==> src/rtl/core_pkg.sv <==
// Shared core definitions: hazard scheduler state encoding and the NOP used
// by the flush/bubble consumers in IF/ID and ID/EX.
package core_pkg;

   typedef enum logic [1:0] {
      ST_RUN     = 2'd0,
      ST_FLUSH   = 2'd1,
      ST_MD_WAIT = 2'd2
   } hs_state_e;

   // addi x0, x0, 0
   localparam logic [31:0] NOP_INSTR = 32'h0000_0013;

   localparam int FLUSH_CNT_W = 2;

endpackage

==> src/rtl/hazard_sched_if.sv <==
// Hazard scheduler bundle: ID/EX hazard inputs and pipeline control outputs.
// master = pipeline side, slave = scheduler side.
interface hazard_sched_if;

   logic [4:0] rs1id;
   logic [4:0] rs2id;
   logic       usesrs1id;
   logic       usesrs2id;
   logic [4:0] destex;
   logic       memreadex;
   logic       redirectex;
   logic       mdstartex;
   logic       mddone;

   logic       pcwrite;
   logic       ifidwrite;
   logic       idexbubble;
   logic       ifidflush;
   logic       idexflush;
   logic       exhold;
   logic       mderr;
   logic [1:0] state;

   modport master (
      output rs1id, rs2id, usesrs1id, usesrs2id, destex, memreadex,
             redirectex, mdstartex, mddone,
      input  pcwrite, ifidwrite, idexbubble, ifidflush, idexflush,
             exhold, mderr, state
   );

   modport slave (
      input  rs1id, rs2id, usesrs1id, usesrs2id, destex, memreadex,
             redirectex, mdstartex, mddone,
      output pcwrite, ifidwrite, idexbubble, ifidflush, idexflush,
             exhold, mderr, state
   );

endinterface

==> src/rtl/lu_detect.sv <==
// Combinational load-use comparator: EX load whose rd feeds an ID source.
// x0 is never a hazard since it cannot be written.
module lu_detect (
   input  logic [4:0] rs1id,
   input  logic [4:0] rs2id,
   input  logic       usesrs1id,
   input  logic       usesrs2id,
   input  logic [4:0] destex,
   input  logic       memreadex,
   output logic       lu
);

   logic hit1;
   logic hit2;

   assign hit1 = usesrs1id && (rs1id == destex);
   assign hit2 = usesrs2id && (rs2id == destex);
   assign lu   = memreadex && (destex != 5'd0) && (hit1 || hit2);

endmodule

==> src/rtl/hazard_sched.sv <==
// Pipeline hazard scheduler: load-use stalls, redirect flushes and mul/div
// EX occupancy. HAZARD_STALL_CNT_EN adds a saturating stall-cycle counter.
module hazard_sched
   import core_pkg::*;
#(
   parameter int MD_MAX    = 64,
   parameter int FLUSH_CYC = 1,
   parameter int CNT_W     = 16
) (
   input  logic                 CLK,
   input  logic                 RSTn,
   hazard_sched_if.slave        hif
`ifdef HAZARD_STALL_CNT_EN
   ,
   output logic [CNT_W-1:0]     stallcnt
`endif
);

   localparam int MDC_W = (MD_MAX > 1) ? $clog2(MD_MAX) : 1;
   localparam logic [MDC_W-1:0]       MD_LAST    = MDC_W'(MD_MAX - 1);
   localparam logic [FLUSH_CNT_W-1:0] FLUSH_INIT = FLUSH_CNT_W'(FLUSH_CYC - 1);

   logic [1:0]             state_q, state_d;
   logic [FLUSH_CNT_W-1:0] fcnt_q, fcnt_d;
   logic [MDC_W-1:0]       mdcnt_q, mdcnt_d;
   logic                   mderr_q, mderr_d;

   logic lu;
   logic pcwrite, ifidwrite, idexbubble, ifidflush, idexflush, exhold;

   lu_detect u_lu (
      .rs1id     (hif.rs1id),
      .rs2id     (hif.rs2id),
      .usesrs1id (hif.usesrs1id),
      .usesrs2id (hif.usesrs2id),
      .destex    (hif.destex),
      .memreadex (hif.memreadex),
      .lu        (lu)
   );

   always_comb begin
      state_d    = state_q;
      fcnt_d     = fcnt_q;
      mdcnt_d    = mdcnt_q;
      mderr_d    = mderr_q;
      pcwrite    = 1'b1;
      ifidwrite  = 1'b1;
      idexbubble = 1'b0;
      ifidflush  = 1'b0;
      idexflush  = 1'b0;
      exhold     = 1'b0;

      case (state_q)
         ST_RUN: begin
            if (hif.redirectex) begin
               ifidflush = 1'b1;
               idexflush = 1'b1;
               if (FLUSH_CYC > 1) begin
                  state_d = ST_FLUSH;
                  fcnt_d  = FLUSH_INIT;
               end
            end else if (hif.mdstartex) begin
               // MD op enters EX this cycle; the freeze starts next cycle
               state_d = ST_MD_WAIT;
               mdcnt_d = '0;
            end else if (lu) begin
               pcwrite    = 1'b0;
               ifidwrite  = 1'b0;
               idexbubble = 1'b1;
            end
         end

         ST_FLUSH: begin
            ifidflush = 1'b1;
            idexflush = 1'b1;
            if (fcnt_q <= FLUSH_CNT_W'(1)) begin
               fcnt_d  = '0;
               state_d = ST_RUN;
            end else begin
               fcnt_d = fcnt_q - FLUSH_CNT_W'(1);
            end
         end

         ST_MD_WAIT: begin
            if (hif.mddone) begin
               state_d = ST_RUN;
               mdcnt_d = '0;
            end else if (mdcnt_q == MD_LAST) begin
               // timeout releases the pipe exactly like a completion
               state_d = ST_RUN;
               mdcnt_d = '0;
               mderr_d = 1'b1;
            end else begin
               pcwrite   = 1'b0;
               ifidwrite = 1'b0;
               exhold    = 1'b1;
               mdcnt_d   = mdcnt_q + MDC_W'(1);
            end
         end

         default: begin
            state_d = ST_RUN;
            fcnt_d  = '0;
            mdcnt_d = '0;
         end
      endcase
   end

   always_ff @(posedge CLK or negedge RSTn) begin
      if (!RSTn) begin
         state_q <= ST_RUN;
         fcnt_q  <= '0;
         mdcnt_q <= '0;
         mderr_q <= 1'b0;
      end else begin
         state_q <= state_d;
         fcnt_q  <= fcnt_d;
         mdcnt_q <= mdcnt_d;
         mderr_q <= mderr_d;
      end
   end

   assign hif.pcwrite    = pcwrite;
   assign hif.ifidwrite  = ifidwrite;
   assign hif.idexbubble = idexbubble;
   assign hif.ifidflush  = ifidflush;
   assign hif.idexflush  = idexflush;
   assign hif.exhold     = exhold;
   assign hif.mderr      = mderr_q;
   assign hif.state      = state_q;

`ifdef HAZARD_STALL_CNT_EN
   logic [CNT_W-1:0] stallcnt_q, stallcnt_d;

   always_comb begin
      stallcnt_d = stallcnt_q;
      if (!pcwrite && (stallcnt_q != {CNT_W{1'b1}}))
         stallcnt_d = stallcnt_q + CNT_W'(1);
   end

   always_ff @(posedge CLK or negedge RSTn) begin
      if (!RSTn) stallcnt_q <= '0;
      else       stallcnt_q <= stallcnt_d;
   end

   assign stallcnt = stallcnt_q;
`endif

endmodule

==> src/flat_wrapper.sv <==
// flat-port wrapper written by rule: the top's interface ports become plain ports
module hazard_sched_flat import core_pkg::*;
#(
   parameter int MD_MAX    = 64,
   parameter int FLUSH_CYC = 1,
   parameter int CNT_W     = 16
)
  (CLK, RSTn, hif_rs1id, hif_rs2id, hif_usesrs1id, hif_usesrs2id, hif_destex, hif_memreadex, hif_redirectex, hif_mdstartex, hif_mddone, hif_pcwrite, hif_ifidwrite, hif_idexbubble, hif_ifidflush, hif_idexflush, hif_exhold, hif_mderr, hif_state);
  hazard_sched_if hif_i ();
  input  logic CLK;
  input  logic RSTn;
  input wire logic [$bits(hif_i.rs1id)-1:0] hif_rs1id;
  input wire logic [$bits(hif_i.rs2id)-1:0] hif_rs2id;
  input wire logic [$bits(hif_i.usesrs1id)-1:0] hif_usesrs1id;
  input wire logic [$bits(hif_i.usesrs2id)-1:0] hif_usesrs2id;
  input wire logic [$bits(hif_i.destex)-1:0] hif_destex;
  input wire logic [$bits(hif_i.memreadex)-1:0] hif_memreadex;
  input wire logic [$bits(hif_i.redirectex)-1:0] hif_redirectex;
  input wire logic [$bits(hif_i.mdstartex)-1:0] hif_mdstartex;
  input wire logic [$bits(hif_i.mddone)-1:0] hif_mddone;
  output wire logic [$bits(hif_i.pcwrite)-1:0] hif_pcwrite;
  output wire logic [$bits(hif_i.ifidwrite)-1:0] hif_ifidwrite;
  output wire logic [$bits(hif_i.idexbubble)-1:0] hif_idexbubble;
  output wire logic [$bits(hif_i.ifidflush)-1:0] hif_ifidflush;
  output wire logic [$bits(hif_i.idexflush)-1:0] hif_idexflush;
  output wire logic [$bits(hif_i.exhold)-1:0] hif_exhold;
  output wire logic [$bits(hif_i.mderr)-1:0] hif_mderr;
  output wire logic [$bits(hif_i.state)-1:0] hif_state;
  assign hif_i.rs1id = hif_rs1id;
  assign hif_i.rs2id = hif_rs2id;
  assign hif_i.usesrs1id = hif_usesrs1id;
  assign hif_i.usesrs2id = hif_usesrs2id;
  assign hif_i.destex = hif_destex;
  assign hif_i.memreadex = hif_memreadex;
  assign hif_i.redirectex = hif_redirectex;
  assign hif_i.mdstartex = hif_mdstartex;
  assign hif_i.mddone = hif_mddone;
  assign hif_pcwrite = hif_i.pcwrite;
  assign hif_ifidwrite = hif_i.ifidwrite;
  assign hif_idexbubble = hif_i.idexbubble;
  assign hif_ifidflush = hif_i.ifidflush;
  assign hif_idexflush = hif_i.idexflush;
  assign hif_exhold = hif_i.exhold;
  assign hif_mderr = hif_i.mderr;
  assign hif_state = hif_i.state;
  hazard_sched #(.MD_MAX(MD_MAX), .FLUSH_CYC(FLUSH_CYC), .CNT_W(CNT_W)) u_core (.CLK(CLK), .RSTn(RSTn), .hif(hif_i));
endmodule
==> config.mk <==
export PLATFORM = sky130hd
export DESIGN_NAME = hazard_sched_flat
export DESIGN_NICKNAME = d
export VERILOG_FILES = /design/src/rtl/core_pkg.sv /design/src/rtl/hazard_sched_if.sv /design/src/rtl/lu_detect.sv /design/src/rtl/hazard_sched.sv /design/src/flat_wrapper.sv
export SDC_FILE = /design/constraint.sdc
export NUM_CORES = 1
export LEC_CHECK = 0
export CELL_PAD_IN_SITES_DETAIL_PLACEMENT = 2
export CELL_PAD_IN_SITES_GLOBAL_PLACEMENT = 2
export CORE_MARGIN = 1.5
export CORE_UTILIZATION = 22
export DETAILED_ROUTE_END_ITERATION = 10
export PLACE_DENSITY_LB_ADDON = 0.15
export SLEW_MARGIN = 15
export SYNTH_ARGS = -nofsm -noshare
export SYNTH_HDL_FRONTEND = slang
export SYNTH_HIERARCHICAL = 1
export SYNTH_SLANG_ARGS = --single-unit
==> constraint.sdc <==
create_clock -name CLK -period 2.7 [get_ports CLK]
set_input_delay 0.27 -clock CLK [delete_from_list [all_inputs] [get_ports CLK]]
set_output_delay 0.27 -clock CLK [all_outputs]
set_load 0.01 [all_outputs]
; ---- Word level (Yosys, flattened, before mapping)
; Cells that the tools add are included.
[totals]
register_bits = 11
in_bits = 23
[classes]
n_addsub = 2
magnitude_cmp = 1
n_eq_ne = 9
muxes = 28
n_bitwise = 2
reduce_logical = 11
[op_table]
columns = op, count
row1 = 2-to-1 mux 6 bit, 4
row2 = case mux 6 bit (3 select lines), 1
row3 = 2-to-1 mux 1 bit, 13
row4 = 2-to-1 mux 2 bit, 6
row5 = == test 5 bit, 2
row6 = "adder 6 x 1 -> 6 bit, second input constant", 1
row7 = "== test 6 bit, second input constant", 1
row8 = case mux 2 bit (3 select lines), 1
row9 = AND reduction 3 bit, 2
row10 = nonzero test 5 bit, 1
row11 = logical AND 1 bit, 4
row12 = "!= test 2 bit, second input constant", 2
row13 = case mux 1 bit (2 select lines), 2
row14 = case mux 2 bit (2 select lines), 1
row15 = AND reduction 4 bit, 1
row16 = "!= test 3 x 2 -> 1 bit, second input constant", 1
row17 = "== test 2 x 1 -> 1 bit, second input constant", 1
row18 = "== test 2 bit, second input constant", 1
row19 = "<= comparator 2 x 1 -> 1 bit, second input constant", 1
row20 = logical NOT 2 bit, 1
row21 = "!= test 2 x 1 -> 1 bit, second input constant", 1
row22 = NOT 1 bit, 2
row23 = OR reduction 2 bit, 1
row24 = "subtractor 2 x 1 -> 2 bit, second input constant", 1
row25 = logical OR 1 bit, 1

; ---- Logic depth before layout (Yosys ltp)
; Gate-level depths: netlist (run 1).
[logic_depth]
depth_word = 8
depth_mapped = 7

; ---- By module
; The synthesis (run 1) kept the hierarchy.
[modules_own_cells]
columns = mod, n_inst, cells_each, area_per_inst_um2, seq_area_each_um2
row1 = hazard_sched, 1, 45, 441.7, 200.2
row2 = lu_detect, 1, 17, 133.9, 0.0

; ---- Worst setup path before layout (run 1)
; Ideal clock, no wire load.
[synth_timing]
path_kind = input port to output port
from = in hif_destex[0]
to = out hif_pcwrite
arrival_ps = 1767
t_required_ps = 2430
slack_ps = 663
path_stages = 7
path_buffers = 1
cell_sequence = xor2_1 -> nor4_2 -> nand3_1 -> a21oi_1 -> nor4b_1 -> nor2_1 -> buf_4
[synth_via]
elab_chain_len = 8
[synth_lines]
columns = item, line
row1 = "start, declared", flat_wrapper.sv:16  ; input wire logic [$bits(hif_i.destex)-1:0] hif_destex;
row2 = == test 5 bit (on tied branches), "lu_detect.sv:16, lu_detect.sv:17"
row3 = logical AND 1 bit (on tied branches), "lu_detect.sv:16, lu_detect.sv:17"
row4 = logical OR 1 bit, lu_detect.sv:18  ; assign lu = memreadex && (destex != 5'd0) && (hit1 || hit2);
row5 = logical AND 1 bit *, lu_detect.sv:18
row6 = net u_core.lu, hazard_sched.sv:28  ; logic lu;
row7 = 2-to-1 mux 1 bit * (3 in a row), -
row8 = case mux 1 bit (2 select lines) *, -
row9 = "end, declared", flat_wrapper.sv:21  ; output wire logic [$bits(hif_i.pcwrite)-1:0] hif_pcwrite;
; Mark *: on every way through the listed nets, which the timed path passes. The rest lies on a longest branch.

; ---- Worst setup path in the final report (run 1)
[layout_timing]
from = in hif_destex[0]
to = out hif_ifidwrite
[layout_via]
elab_chain_len = 8
[layout_lines]
columns = item, line
row1 = == test 5 bit (on tied branches), "lu_detect.sv:16, lu_detect.sv:17"
row2 = logical AND 1 bit (on tied branches), "lu_detect.sv:16, lu_detect.sv:17"
row3 = logical OR 1 bit, lu_detect.sv:18
row4 = logical AND 1 bit *, lu_detect.sv:18
row5 = net u_core.lu, hazard_sched.sv:28
row6 = 2-to-1 mux 1 bit *, hazard_sched.sv:66  ; end else if (lu) begin
row7 = 2-to-1 mux 1 bit *, hazard_sched.sv:62  ; end else if (hif.mdstartex) begin
row8 = 2-to-1 mux 1 bit *, hazard_sched.sv:55  ; if (hif.redirectex) begin
row9 = case mux 1 bit (2 select lines) *, hazard_sched.sv:53  ; case (state_q)
row10 = "end, declared", flat_wrapper.sv:22  ; output wire logic [$bits(hif_i.ifidwrite)-1:0] hif_ifidwrite;
; Marks and branches as above.

==> flow_summary_export.csv, run 1 <==
group,metric,value,unit
clock_network,clk_pin_slew,0.06,ns
sta,fin_worst_skew,0.00821,ns
grt,grt_pass1_wl,2.82,mm
die,die_w,54.2,um
clock_network,cts_tree,"done",
yosys,synth_cell_types,29,
sta,final_max_slew_viol_count,0,
power,p_seq_share,37.3,%
routing,drc_errors,0,
clock_network,numCtsBuffers,3,
critical_path,cp_slowest_stage_delay,0.48,ns
place,place_ws,-0.0573,ns
sta,rsz0062_at_grt,"no",
final_layout,final_common_cell,"clkdlybuf4s50_1",
grt,gr-total-overflow,0,
die,rows,18,
routing,drt-total-wl,1.71,mm
die,dieHeight,54.2,um
sta,worst_slack,0.336,ns
place,placedCellCount,121,
die,initial_core_util,23.2,%
yosys,synth.avg_cell_area,9.28,sq um
power,clockPowerShare,19.0,%
critical_path,crit_type,"input port to output pin",
clock_network,clk_latency,0.25,ns
routing,avgViaCountPerCell,4.62,
final_layout,area_growth,64.6,%
power,p_switching,180,uW
grt,antenna_found_initial,0,
yosys,syn_area,576,sq um
power,p_per_area,512,nW/um^2
power,peakVddDrop,0.245,mV
final_layout,drive_gt1_share,12.8,%
routing,drtIter0Drc,5,
critical_path,critPathArrivalTime,2.09,ns
die,dieArea,2930,sq um
grt,grt_pass1_vias,633,
sta,period_needed,2.36,ns
yosys,ys_ff_latch,8,
power,leakage,0.414,nW
critical_path,critPathBufInv,2,
critical_path,cp.depth,8,
routing,dr.pass1.iters,4,
power,combPwrFrac,43.7,%
die,coreArea,2480,sq um
final_layout,layout.cells.non_filler,124,
final_layout,final_cell_mix,"27 x clkdlybuf4s50_1, 10 x xor2_1, 8 x dfrtp_1, 6 x nor2_1, 6 x o21ai_0",
yosys,synth_warnings,6,
critical_path,cp.required,2.43,ns
routing,vias,573,
power,p_int,305,uW
die,ioPinCount,32,
place,io_buffers,30,
power,switching_share,37.1,%
clock_network,cts_max_level,1,
critical_path,cpLargestDelayFamily,"buffers and inverters",
critical_path,crit_fanout,3,
final_layout,final_nets,120,
critical_path,reg2reg_depth,5,
clock_network,cts.path.max_buffers,2,
critical_path,path_cells,"clkdlybuf4s50_1 > xor2_1 > nor4_2 > nand3_1 > a21oi_1 > nor4b_4 > nor2_1 > dlygate4sd2_1",
sta,fmax,0.423,GHz
hold_path,hold_class,"input port to asynchronous set/reset pin",
sta,finalHoldViolCount,0,
routing,wl_per_cell,13.8,um
sta,fin_crit_sh,87.6,%
sta,finalSetupViolCount,0,
final_layout,n_antenna_cell,0,
yosys,synth_fp_nets,86,
routing,antenna_left,0,
critical_path,end_kind,"output pin",
critical_path,cp_slowest_cell,"clkdlybuf4s50_1",
run_status,outcome,"completed",
grt,grt_max_degree,10,
critical_path,worst_setup_path_start_kind,"input port",
clock_network,cts_setup_buffers,0,
place,place.gp.congestion,0.688,
clock_network,cts_sinks,8,
final_layout,fin_util,38.2,%
clock_network,cts-root-buf,"clkbuf_4",
grt,groute.usage.overall,14.1,%
yosys,ys_seq_area_share,34.8,%
yosys,synthCells,62,
run,max-cap-violations,0,
metrics by stage:
| stage | hold WS (ns) | area, sq um | power (mW) | TNS (ns) |
|---|---|---|---|---|
| floorplan | -0.0256 | 576 | 0.275 | 0 |
| finish | 0.301 | 947 | 0.485 | 0 |
| detailed placement | 0.470 | 906 | 0.396 | -0.162 |
| global route | 0.322 | 947 | 0.532 | 0 |
| CTS | 0.312 | 933 | 0.495 | 0 |
| global placement | 0.464 | 906 | 0.392 | -0.0715 |
routing by layer:
layer / part of all wire (%) / up-vias / GRT usage [%]
met4: 1.1 / 0 / 5.00
met3: 5.9 / 2 / 4.44
met1: 45 / 273 / 17.2
met2: 47 / 20 / 22.9
met5: 0 / - / 0
li1: - / 278 / -
Yosys cell counts:
cell / number / area, sq um
a21oi_1: 1 / 5.00
a22o_1: 1 / 8.76
and2_1: 1 / 6.26
and2_4: 1 / 8.76
and2b_2: 1 / 8.76
and3_1: 1 / 6.26
buf_4: 3 / 22.5
conb_1: 1 / 3.75
dfrtp_1: 8 / 200
ha_1: 1 / 12.5
inv_2: 1 / 3.75
nand2_1: 2 / 7.51
nand2_2: 1 / 6.26
nand2b_1: 1 / 6.26
nand3_1: 3 / 15.0
nand4_4: 1 / 21.3
nor2_1: 6 / 22.5
nor2b_1: 2 / 12.5
nor4_1: 1 / 6.26
nor4_2: 1 / 12.5
nor4b_1: 1 / 8.76
o211ai_1: 1 / 7.51
o21ai_0: 6 / 30.0
o21ai_1: 1 / 5.00
o21bai_1: 1 / 7.51
o31ai_1: 1 / 7.51
or4_1: 1 / 7.51
xnor2_1: 2 / 17.5
xor2_1: 10 / 87.6
power groups by stage:
stage,combinational [mW],clock (mW),sequential (mW)
after floorplan,0.104,0,0.171
final,0.212,0.0919,0.181
after detailed placement,0.217,0,0.180
after CTS,0.216,0.0995,0.179
after global placement,0.214,0,0.178
after global routing,0.237,0.110,0.186
sequential cells by signal, summed over array words and instances (netlist names):
| name | count |
|---|---|
| u_core/mdcnt_q | 6 |
| u_core/hif.mderr | 1 |
| u_core/hif.state | 1 |
path summary, 6_finish.rpt:
| kind | from | endpoint | slack (ns) |
|---|---|---|---|
| min | RSTn | u_core/mdcnt_q[3] | 0.30 |
| min in group CLK | u_core/hif.mderr | u_core/hif.mderr | 0.48 |
| max in group asynchronous | RSTn | u_core/mdcnt_q[0] | 2.12 |
| max reg2reg | u_core/mdcnt_q[0] | u_core/mdcnt_q[4] | 1.39 |
| min reg2reg | u_core/hif.mderr | u_core/hif.mderr | 0.48 |
| max | hif_destex[0] | hif_ifidwrite | 0.34 |
cells by family (layout without fill, tap and decap cells):
family | Yosys count | after routing | share of synthesized area [%]
buf+inv | 4 | 36 | 4.56
compound gates | 12 | 12 | 12.4
simple gates | 24 | 24 | 27.2
flops | 8 | 8 | 34.8
fa+ha+maj | 1 | 1 | 2.17
other cells | 1 | 1 | 0.652
xor+xnor | 12 | 12 | 18.3
cell type report:
class	count	area (sq um)
fillers	295	1530
multi-input cells	50	364
repair buffers	32	319
flip-flops and latches	8	200
well taps	30	37.5
clock buffers	3	22.5
inverters	1	3.75
what timing repair did:
action	4_1_cts	5_1_grt
pin swaps	0	0
gates resized for setup	2	3
endpoints found under the hold margin	0	0
endpoints found under the setup margin	3	2
hold buffers	0	0
worst reg2reg max path, cell delays in order (launching register included):
cell	delay, ns
dfrtp_1	0.38
ha_1	0.28
nand3_1	0.13
and2_1	0.17
o21ai_0	0.14
o31ai_1	0.10
(Power assumes the default switching activity.)
==> run 2: changes to the inputs <==
CORE_UTILIZATION = 21   (was 22)
CTS_CLUSTER_SIZE = 16   (was not set)
SYNTH_HIERARCHICAL = not set   (was 1)
clock period = 2.9 ns   (was 2.7 ns; I/O delays follow)
==> run 2 against run 1 <==
Against the previous run: register-to-register slack improved by 0.06 ns; synthesized area decreased by 1.5%; sequential power decreased by 8%; via count increased by 4.4%; final cell count increased by 2.4%; largest power group unchanged.
==> flow_summary_export.csv, run 2 <==
group,metric,value,unit
power,clockPowerShare,19.1,%
grt,grt_pass1_vias,620,
grt,grt_max_degree,9,
grt,use_met3,2.42,%
clock_network,cts_max_level,1,
clock_network,cts.path.max_buffers,2,
die,die_w,55.0,um
die,dieArea,3020,sq um
clock_network,cts_sinks,8,
critical_path,critPathArrivalTime,2.13,ns
final_layout,area_growth,59.6,%
clock_network,numCtsBuffers,3,
sta,setup_tns,0,ns
yosys,syn_area,567,sq um
critical_path,crit_type,"flop to output pin",
power,p_seq_share,36.2,%
yosys,synth_most_common_cell,"xnor2_1",
yosys,synth_top_area_cell,"dfrtp_1",
final_layout,final_cell_mix,"30 x clkdlybuf4s50_1, 10 x xnor2_1, 8 x dfrtp_1, 7 x nand2_1, 5 x nor2_1",
clock_network,cts_tree,"done",
critical_path,end_kind,"output pin",
die,dieHeight,55.0,um
routing,dr.pass1.iters,2,
yosys,synth_flop_cell,"dfrtp_1",
final_layout,n_antenna_cell,0,
yosys,synth_cell_types,27,
clock_network,clk_pin_slew,0.06,ns
clock_network,cts_setup_buffers,0,
run,max-cap-violations,0,
sta,hold_slack,0.316,ns
grt,grtUsageMet1,14.4,%
grt,grt.met2_usage,24.0,%
routing,drc_errors,0,
grt,gr-total-overflow,0,
clock_network,cts-root-buf,"clkbuf_4",
power,p_per_area,511,nW/um^2
routing,antenna_left,0,
yosys,async_flop_share,100,%
yosys,ys_seq_area_share,35.3,%
power,peakVddDrop,0.208,mV
power,p_int,292,uW
sta,period_needed,2.42,ns
power,switching_share,36.7,%
yosys,yosys-top-cells-count,"10 x xnor2_1, 8 x dfrtp_1, 7 x nand2_1",
final_layout,top_register,"u_core.mdcnt_q",
sta,finalSetupViolCount,0,
power,p_switching,170,uW
place,dp_hpwl,1.46,mm
yosys,synth_edf_count,0,
place,place.gp.congestion,0.706,
power,leakage,0.351,nW
sta,fin_crit_sh,83.5,%
yosys,synthCells,67,
clock_network,cts_resized,0,
yosys,synth_warnings,0,
grt,grt_pass1_wl,2.77,mm
critical_path,crit_fanout,5,
final_layout,largest_reg_flops,6,
sta,fmax,0.413,GHz
grt,groute.usage.overall,13.3,%
die,ioPinCount,32,
routing,vias,598,
final_layout,final_nets,123,
run_status,outcome,"completed",
sta,fin_worst_skew,0.00691,ns
yosys,synth.avg_cell_area,8.46,sq um
hold_path,hold_class,"input port to asynchronous set/reset pin",
die,initial_core_util,22.5,%
sta,rsz0062_at_grt,"no",
die,rows,18,
place,io_buffers,30,
sta,finalHoldViolCount,0,
sta,final_max_slew_viol_count,0,
yosys,synth_fp_nets,91,
critical_path,worst_setup_path_start_kind,"flop",
grt,busiest_layer,"met2",
routing,drt-total-wl,1.68,mm
die,coreArea,2520,sq um
final_layout,final_common_cell,"clkdlybuf4s50_1",
yosys,ys_ff_latch,8,
critical_path,cp.required,2.61,ns
routing,drtIter0Drc,1,
clock_network,holdBufCountCts,0,
yosys,synthTopCellsByArea,"dfrtp_1 35%, xnor2_1 15%, nand2_1 4.6%",
grt,antenna_found_initial,0,
final_layout,drive_gt1_share,6.19,%
routing,avgViaCountPerCell,4.71,
routing,wl_per_cell,13.2,um
yosys,synth_top_cell_area_share,35.3,%
place,placed_cell_area,882,sq um
power,combPwrFrac,44.8,%
power,power,462,uW
final_layout,final_area,905,sq um
clock_network,clk_latency,0.26,ns
==> run 2: final timing paths <==
check | from | to | slack [ns] | cells after the start
worst max-delay path | u_core.mdcnt_q[0] | hif_pcwrite | 0.48 | 6
worst min-delay path | RSTn | u_core.mdcnt_q[3] | 0.32 | 1
worst max register to register | u_core.mdcnt_q[0] | u_core.mdcnt_q[5] | 1.45 | 6
worst min register to register | u_core.hif.mderr | u_core.hif.mderr | 0.48 | 1
max in group asynchronous | RSTn | u_core.hif.mderr | 2.30 | 1
min in group CLK | u_core.hif.mderr | u_core.hif.mderr | 0.48 | 1
==> run 2: layout make-up <==
cell class / count / area [sq um]
Clock buffer: 3 / 22.5
Fill cell: 306 / 1620
Inverter: 2 / 7.51
Multi-Input combinational cell: 54 / 337
Sequential cell: 8 / 200
Tap cell: 30 / 37.5
Timing Repair Buffer: 30 / 300
==> run 2: worst max-delay path: stages (launching register included) <==
cell and delay (ns):
dfrtp_1 0.42, ha_1 0.22, nand3_1 0.15, o21ai_2 0.24, inv_2 0.09, a31oi_1 0.18
clkdlybuf4s50_1 0.57
==> run 2: logic make-up after synthesis <==
group                      count (synthesis)  share of synthesized area [%]
and+or+nand+nor                           26                           23.4
other                                      1                          0.662
adders and majority gates                  1                           2.21
buffers and inverters                      5                           5.30
xor gates and xnor gates                  10                           15.5
DFF                                        8                           35.3
AOI/OAI and AO/OA                         16                           17.7
==> run 2: routing by layer <==
metal / vias up / wire length, um
li1: 293 / -
met1: 282 / 693
met2: 18 / 878
met3: 5 / 61
met4: 0 / 42
met5: - / 0
==> run 2: per-stage QoR <==
stage	util [%]	std cells	setup WS, ns
global placement	35.0	124	0.604
global route	35.9	127	0.304
detailed placement	35.0	124	0.585
floorplan	-	67	1.20
CTS	35.9	127	0.442
finish	35.9	127	0.479
==> run 2: power groups by stage <==
stage               combinational (mW)  clock, mW  sequential, mW
floorplan                        0.105          0           0.161
global placement                 0.203          0           0.167
finish                           0.207     0.0881           0.167
CTS                              0.211     0.0937           0.167
detailed placement               0.210          0           0.169
global route                     0.228      0.102           0.172
